`src/rtl/mul_div_unit.sv`:
```
// Iterative 32x32 multiply / 32/32 divide engine feeding the HI/LO write path.
// One iteration per cycle: 1 load edge, 32 CALC edges, 1 FIX edge.
module mul_div_unit (
  input  logic        clk,
  input  logic        reset,
  input  logic        start,
  input  logic [1:0]  op,
  input  logic [31:0] a,
  input  logic [31:0] b,
  output logic        busy,
  output logic        done,
  output logic [63:0] result
);

  typedef enum logic [1:0] {IDLE = 2'd0, CALC = 2'd1, FIX = 2'd2} state_t;

  state_t      state_q, state_d;
  logic [1:0]  op_q, op_d;
  logic [31:0] opnd_q, opnd_d;
  logic [63:0] acc_q, acc_d;
  logic [4:0]  cnt_q, cnt_d;
  logic        sgn_quo_q, sgn_quo_d;
  logic        sgn_rem_q, sgn_rem_d;
  logic        div0_q, div0_d;
  logic        done_q, done_d;
  logic [63:0] result_q, result_d;

  logic [31:0] mag_a, mag_b;
  logic [32:0] mul_sum;
  logic [32:0] rem_sh;
  logic [31:0] quot_sh;
  logic [31:0] rem_diff;
  logic        no_borrow;
  logic [63:0] prod_fix;
  logic [31:0] quo_fix, rem_fix;

  function automatic logic [31:0] neg32(input logic [31:0] x);
    return ~x + 32'd1;
  endfunction

  function automatic logic [63:0] neg64(input logic [63:0] x);
    return ~x + 64'd1;
  endfunction

  // Unsigned magnitude; |0x80000000| stays 0x80000000 as a 32-bit unsigned value.
  function automatic logic [31:0] mag32(input logic [31:0] x, input logic is_signed);
    return (is_signed && x[31]) ? neg32(x) : x;
  endfunction

  always_ff @(posedge clk) begin
    if (reset) state_q <= IDLE;
    else       state_q <= state_d;
  end

  always_comb begin
    state_d = state_q;
    case (state_q)
      IDLE:    if (start) state_d = CALC;
      CALC:    if (cnt_q == 5'd0) state_d = FIX;
      FIX:     state_d = IDLE;
      default: state_d = IDLE;
    endcase
  end

  always_comb begin
    busy = (state_q != IDLE);
  end

  always_comb begin
    mag_a     = mag32(a, ~op[0]);
    mag_b     = mag32(b, ~op[0]);
    mul_sum   = {1'b0, acc_q[63:32]} + (acc_q[0] ? {1'b0, opnd_q} : 33'd0);
    rem_sh    = acc_q[63:31];
    quot_sh   = {acc_q[30:0], 1'b0};
    no_borrow = (rem_sh >= {1'b0, opnd_q});
    rem_diff  = rem_sh[31:0] - opnd_q;

    prod_fix = acc_q;
    quo_fix  = acc_q[31:0];
    rem_fix  = acc_q[63:32];
    if (!op_q[0]) begin
      if (sgn_quo_q) prod_fix = neg64(acc_q);
      if (sgn_quo_q) quo_fix  = neg32(acc_q[31:0]);
      if (sgn_rem_q) rem_fix  = neg32(acc_q[63:32]);
    end
    // Divide by zero: remainder path already restores the original dividend.
    if (div0_q) quo_fix = 32'hFFFF_FFFF;

    op_d      = op_q;
    opnd_d    = opnd_q;
    acc_d     = acc_q;
    cnt_d     = cnt_q;
    sgn_quo_d = sgn_quo_q;
    sgn_rem_d = sgn_rem_q;
    div0_d    = div0_q;
    done_d    = 1'b0;
    result_d  = result_q;

    case (state_q)
      IDLE: begin
        if (start) begin
          op_d      = op;
          sgn_quo_d = a[31] ^ b[31];
          sgn_rem_d = a[31];
          div0_d    = op[1] && (b == 32'd0);
          cnt_d     = 5'd31;
          if (op[1]) begin
            opnd_d = mag_b;
            acc_d  = {32'd0, mag_a};
          end else begin
            opnd_d = mag_a;
            acc_d  = {32'd0, mag_b};
          end
        end
      end
      CALC: begin
        cnt_d = cnt_q - 5'd1;
        if (!op_q[1]) begin
          acc_d = {mul_sum, acc_q[31:1]};
        end else if (no_borrow) begin
          acc_d = {rem_diff, quot_sh[31:1], 1'b1};
        end else begin
          acc_d = {rem_sh[31:0], quot_sh};
        end
      end
      FIX: begin
        done_d   = 1'b1;
        result_d = op_q[1] ? {rem_fix, quo_fix} : prod_fix;
      end
      default: ;
    endcase
  end

  always_ff @(posedge clk) begin
    if (reset) begin
      op_q      <= 2'd0;
      opnd_q    <= 32'd0;
      acc_q     <= 64'd0;
      cnt_q     <= 5'd0;
      sgn_quo_q <= 1'b0;
      sgn_rem_q <= 1'b0;
      div0_q    <= 1'b0;
      done_q    <= 1'b0;
      result_q  <= 64'd0;
    end else begin
      op_q      <= op_d;
      opnd_q    <= opnd_d;
      acc_q     <= acc_d;
      cnt_q     <= cnt_d;
      sgn_quo_q <= sgn_quo_d;
      sgn_rem_q <= sgn_rem_d;
      div0_q    <= div0_d;
      done_q    <= done_d;
      result_q  <= result_d;
    end
  end

  assign done   = done_q;
  assign result = result_q;

endmodule

```
`config.mk`:
```
export PLATFORM = sky130hd
export DESIGN_NAME = mul_div_unit
export DESIGN_NICKNAME = d
export VERILOG_FILES = /design/src/rtl/mul_div_unit.sv
export SDC_FILE = /design/constraint.sdc
export NUM_CORES = 1
export LEC_CHECK = 0
export CORE_MARGIN = 3
export CORE_UTILIZATION = 64
export DETAILED_ROUTE_END_ITERATION = 8
export PLACE_DENSITY = 0.88
export SYNTH_ARGS = -nofsm -noshare
export SYNTH_HDL_FRONTEND = slang
export SYNTH_SLANG_ARGS = --single-unit
```
`constraint.sdc`:
```
create_clock -name clk -period 11 [get_ports clk]
set_clock_uncertainty 0.2 [all_clocks]
set_input_delay 2.2 -clock clk [delete_from_list [all_inputs] [get_ports clk]]
set_output_delay 2.2 -clock clk [all_outputs]
set_load 0.01 [all_outputs]
```
---- Yosys cells after proc, flatten, opt, wreduce, memory -nomap -nowiden ----
Index checks and enable logic that the tools add are counted.
storage, ports and cells
  bits in registers ....................... 173
  output and inout port bits .............. 66
  input bits .............................. 69
cells by class
  bitwise operators ....................... 7
  $lt $le $gt $ge ......................... 1
  multiplexer cells ....................... 23
  add/subtract/negate cells ............... 8
  reduce and logical (&&, ||, !) cells .... 11
  eq/ne operators ......................... 4
operators with widths
  operator                                                                count
  64-bit 2-to-1 mux                                                       6
  32-bit 2-to-1 mux                                                       10
  32-bit by 1-bit adder with 32-bit output (second input constant)        4
  32-bit NOT                                                              4
  64-bit case mux with 2 select lines                                     1
  64-bit by 1-bit adder with 64-bit output (second input constant)        1
  64-bit NOT                                                              1
  32-bit by 32-bit adder with 33-bit output                               1
  33-bit by 32-bit greater-or-equal comparator with 1-bit output          1
  32-bit zero test                                                        1
  32-bit subtractor                                                       1
  5-bit case mux with 2 select lines                                      1
  2-bit AND reduction                                                     3
  5-bit zero test                                                         1
  5-bit 2-to-1 mux                                                        1
  5-bit by 1-bit subtractor with 5-bit output (second input constant)     1
  2-bit 2-to-1 mux                                                        2
  2-bit != test (second input constant)                                   2
  2-bit case mux with 2 select lines                                      1
  2-bit nonzero test                                                      2
  1-bit logical AND                                                       3
  2-bit by 1-bit equality test with 1-bit output (second input constant)  1
  2-bit equality test (second input constant)                             1
  2-bit zero test                                                         1
  3 further kinds                                                         3

---- Depth between registers and ports, before layout ----
  depth after elaboration ................. 6
  depth in mapped cells ................... 14

---- Worst setup path after synthesis ----
No wires, ideal clock.
  path kind ............................... input to register
  from .................................... in a[13]
  to ...................................... reg acc_q[25]
  library setup time ...................... 0.122 ns
  cell stages on the path ................. 7
  setup slack ............................. 5.863 ns
  buffers on the path ..................... 0
  arrival time ............................ 4.815 ns
  cells stage by stage .................... or4_1 > or4b_2 > or4b_1 > o31ai_1 > xor2_1 > a21oi_1 > a221o_1
between the ends
  word-level cells in the longest chain between the ends .. 6
ends and longest elaborated chain
  element                                   line  text
  from (decl)                               8     input logic [31:0] a,
  32-bit NOT                                38    return ~x + 32'd1;
  32-bit by 1-bit adder with 32-bit output  38
  32-bit 2-to-1 mux                         47    return (is_signed && x[31]) ? neg32(x) : x;
  32-bit 2-to-1 mux                         107   if (op[1]) begin
  64-bit 2-to-1 mux                         101   if (start) begin
  64-bit case mux with 2 select lines       99    case (state_q)
  to (signal assigned)                      138   acc_q <= 64'd0;
  to (signal assigned)                      148   acc_q <= acc_d;
  to (decl)                                 20    logic [63:0] acc_q, acc_d;
Every way passes these cells. The select of a mux whose other input is x is not followed.
A chain may end at the register's enable or synchronous reset.

---- Final worst setup path ----
  from .................................... in b[3]
  to ...................................... reg acc_q[26]
between the ends
  word-level cells in the longest chain between the ends .. 6
ends and longest elaborated chain
  element                                   line  text
  from (decl)                               9     input logic [31:0] b,
  32-bit NOT                                38
  32-bit by 1-bit adder with 32-bit output  38
  32-bit 2-to-1 mux                         47
  32-bit 2-to-1 mux                         107
  64-bit 2-to-1 mux                         101
  64-bit case mux with 2 select lines       99
Every way passes these cells. The select of a mux whose other input is x is not followed.

==> impl_metrics.env <==
export IMPL_yosysWarningCount=0
export IMPL_timing_critical_path_to_type="flop"
export IMPL_tritoncts="built"
export IMPL_period_share_pct=53.1
export IMPL_synth_compound_area_share_pct=29.4
export IMPL_globalRoute_totalOverflow=0
export IMPL_min_delay_path_depth=2
export IMPL_ff2ff_path_depth=11
export IMPL_critical_path_peak_fanout=6
export IMPL_worstSetupStartpointType="input port"
export IMPL_synthMostInstantiatedCell="sky130_fd_sc_hd__nor2_1"
export IMPL_vias_per_cell=6.70
export IMPL_vias=14700
export IMPL_cts_buffer_depth=2
export IMPL_yosysSeqAreaShare_pct=24.8
export IMPL_worst_hold_startpoint="result[38]"
export IMPL_via_count_of_the_first_global_routing_pass=13500
export IMPL_p_leak_uw=0.00608
export IMPL_syn_instance_count=1863
export IMPL_syn_to_final_growth_pct=14.3
export IMPL_final_hold_violation_count=0
export IMPL_setup_tns_final_ns=0
export IMPL_synthesis_area_mm2=0.0140
export IMPL_synth_top_cells_by_area="sky130_fd_sc_hd__dfxtp_1, sky130_fd_sc_hd__a21oi_1, sky130_fd_sc_hd__ha_1"
export IMPL_std_cell_rows=53
export IMPL_drt_iter0_drc=1885
export IMPL_syn_nets=2004
export IMPL_yosysTopAreaCellShare_pct=24.8
export IMPL_dominantRegCellSynth="sky130_fd_sc_hd__dfxtp_1"
export IMPL_setup_slack_of_the_most_critical_reg_to_reg_path_ns=6.04
export IMPL_slew_headroom_pct=25.3
export IMPL_drv_max_cap_violation_count=0
export IMPL_grt_first_pass_wirelength_um=70300
export IMPL_r2r_end="acc_q[61]"
export IMPL_fmaxAchievable_ghz=0.171
export IMPL_yosys_area_top_type="sky130_fd_sc_hd__dfxtp_1"
export IMPL_preCtsSetupSlack_ns=4.88
export IMPL_outcome="finished, final reports clean"
export IMPL_numCtsBuffers=17
export IMPL_synthArstFlopShare_pct=0
export IMPL_hold_end="result[38]"
export IMPL_fp_coreArea_mm2=0.0212
export IMPL_timing_critical_path_required_ns=11.10
export IMPL_gp_routability_congestion=1.01
export IMPL_floorplan_die_width_um=154
export IMPL_cts_root_buffer_cell="sky130_fd_sc_hd__clkbuf_16"
export IMPL_clock_latency_on_the_worst_skew_pair_ns=0.44
export IMPL_drtPass1Iterations=5
export IMPL_final_layout_size_suffix_gt1_share_pct=4.52
export IMPL_hold_class="flop to flop"
export IMPL_final_nets=2053
export IMPL_die_h_um=154
export IMPL_muxShareOfSynthArea_pct=3.88
export IMPL_cp_arrival_ns=5.94
export IMPL_worstReg2RegStart="acc_q[45]"
export IMPL_setup_ws_ns=5.16
export IMPL_antenna_left=0
export IMPL_ios=135
export IMPL_port_buffer_count=134
export IMPL_cts_sinks=173
export IMPL_detailedPlacementHpwl_um=33100
export IMPL_cts_repair_resized=0
export IMPL_wl_per_cell_um=20.2
export IMPL_cts_hold_repair_buffers=0
export IMPL_cts_post_setup_buffers_inserted=0
export IMPL_synthSimpleGateAreaFrac_pct=19.8
export IMPL_distinct_cells_synth=76
export IMPL_power_density_cell_area_mw_per_mm2=125
export IMPL_insertedDiodeCount=0
export IMPL_syn_avg_cell_area_um2=7.51
export IMPL_die_area_mm2=0.0237
export IMPL_cts_htree_levels=4
export IMPL_drc=0
export IMPL_period_needed_ns=5.84
export IMPL_synth_xor_xnor_area_share_pct=10.3
export IMPL_synth_edf_count=0
export IMPL_antenna_violations_before_repair=0
export IMPL_report_final_slew_viol_count=0
export IMPL_unrepaired_setup_endpoints_after_global_routing="false"
export IMPL_cts_clk_slew_worst_paths_ns=0.08
export IMPL_post_synth_most_frequent_cells="sky130_fd_sc_hd__nor2_1, sky130_fd_sc_hd__a21oi_1, sky130_fd_sc_hd__dfxtp_1, sky130_fd_sc_hd__nand2_1, sky130_fd_sc_hd__o21ai_0"
export IMPL_yosys_area_share_adder_pct=6.55
export IMPL_maximum_number_of_pins_on_one_net_before_global_route_repair=80
export IMPL_worstSetupPathType="input port to flop"
export IMPL_setup_viol=0
export IMPL_worst_case_vdd_ir_drop_v=0.000122
export IMPL_grt_use_total_pct=36.0
export IMPL_floorplan_initialDensity_pct=65.9
export IMPL_detail_route_wirelength_um=44400
export IMPL_synth_top_family_by_area="compound AO/OA/AOI/OAI gates"
export IMPL_number_of_synthesized_register_bits=173
export IMPL_worst_slew_pin_slew_ns=1.12
layout make-up:
| cell class | count | area, um^2 |
|---|---|---|
| Sequential cell | 173 | 3460 |
| Tap cell | 275 | 344 |
| Inverter | 70 | 263 |
| Clock inverter | 15 | 214 |
| Clock buffer | 17 | 425 |
| Timing Repair Buffer | 151 | 1460 |
| Fill cell | 1657 | 5220 |
| Multi-Input combinational cell | 1499 | 9820 |
cell families after synthesis:
logic type,count (synthesis)
AOI/OAI and AO/OA,625
and+or+nand+nor,583
buffers and inverters,191
DFF,173
xor gates and xnor gates,165
adders and majority gates,72
muxes,54
cells in the final DEF, fill, tap and decap left out, drive strengths merged, types with 12 or more instances in the layout:
cell	instances
nand4	13
a21oi	179
nor3	43
nor2b	19
buf	19
nor2	205
o31ai	31
xor2	68
nand3	32
mux2i	52
clkbuf	17
or3	23
clkdlybuf4s50	132
xnor2	97
a31oi	15
a21o	35
nor4	21
a22oi	12
o211ai	37
clkinv	12
nand2	148
a211oi	96
or4	13
nand2b	22
dfxtp	173
ha	70
inv	73
a311oi	14
o21ai	104
sequential cells by signal (all words and copies together) (netlist names):
name / cells
acc_q: 64
cnt_q: 5
div0_q: 1
done: 1
op_q: 2
opnd_q: 32
result: 64
sgn_quo_q: 1
sgn_rem_q: 1
state_q: 2
through the flow:
stage	power [uW]	area (um^2)	utilization (%)	hold slack (ns)	instances
2_1_floorplan	1170	14000	-	0.232	1863
3_3_place_gp	1340	15400	72.4	0.239	2168
3_5_place_dp	1350	15400	72.4	0.246	2168
4_1_cts	1980	16000	75.4	0.255	2200
5_1_grt	2080	16000	75.4	0.273	2200
6_report	2000	16000	75.4	0.253	2200
how the worst max path moves through the flow:
stage | slack, ns | end | start
finish | 5.16 | acc_q[26] | b[3]
global placement | 4.92 | acc_q[26] | b[3]
detailed placement | 4.88 | acc_q[26] | b[3]
global route | 4.96 | acc_q[26] | b[3]
floorplan | 5.86 | acc_q[25] | a[13]
CTS | 5.33 | acc_q[26] | b[3]
where the power goes:
group | switching (uW) | leakage [uW] | internal, uW
registers | 65.5 | 0.00141 | 665
logic | 378 | 0.00437 | 254
clock network | 322 | 0.000303 | 314
worst max-delay path: stages:
cell,delay (ns)
sky130_fd_sc_hd__clkdlybuf4s50_1,0.47
sky130_fd_sc_hd__or4_1,0.66
sky130_fd_sc_hd__nor4_1,0.77
sky130_fd_sc_hd__nand3_1,0.24
sky130_fd_sc_hd__nor4_1,0.71
sky130_fd_sc_hd__a21oi_1,0.18
sky130_fd_sc_hd__xnor2_1,0.22
sky130_fd_sc_hd__nor3_1,0.06
sky130_fd_sc_hd__a2111oi_0,0.33
sky130_fd_sc_hd__a211oi_1,0.10
layer usage:
layer  track usage [%]  routed length (um)
met3              6.19                4540
met1              49.1               18600
met2              57.8               19900
met5                 0                   0
met4              12.7                1400
No activity file was read; power rests on OpenSTA's default activity.
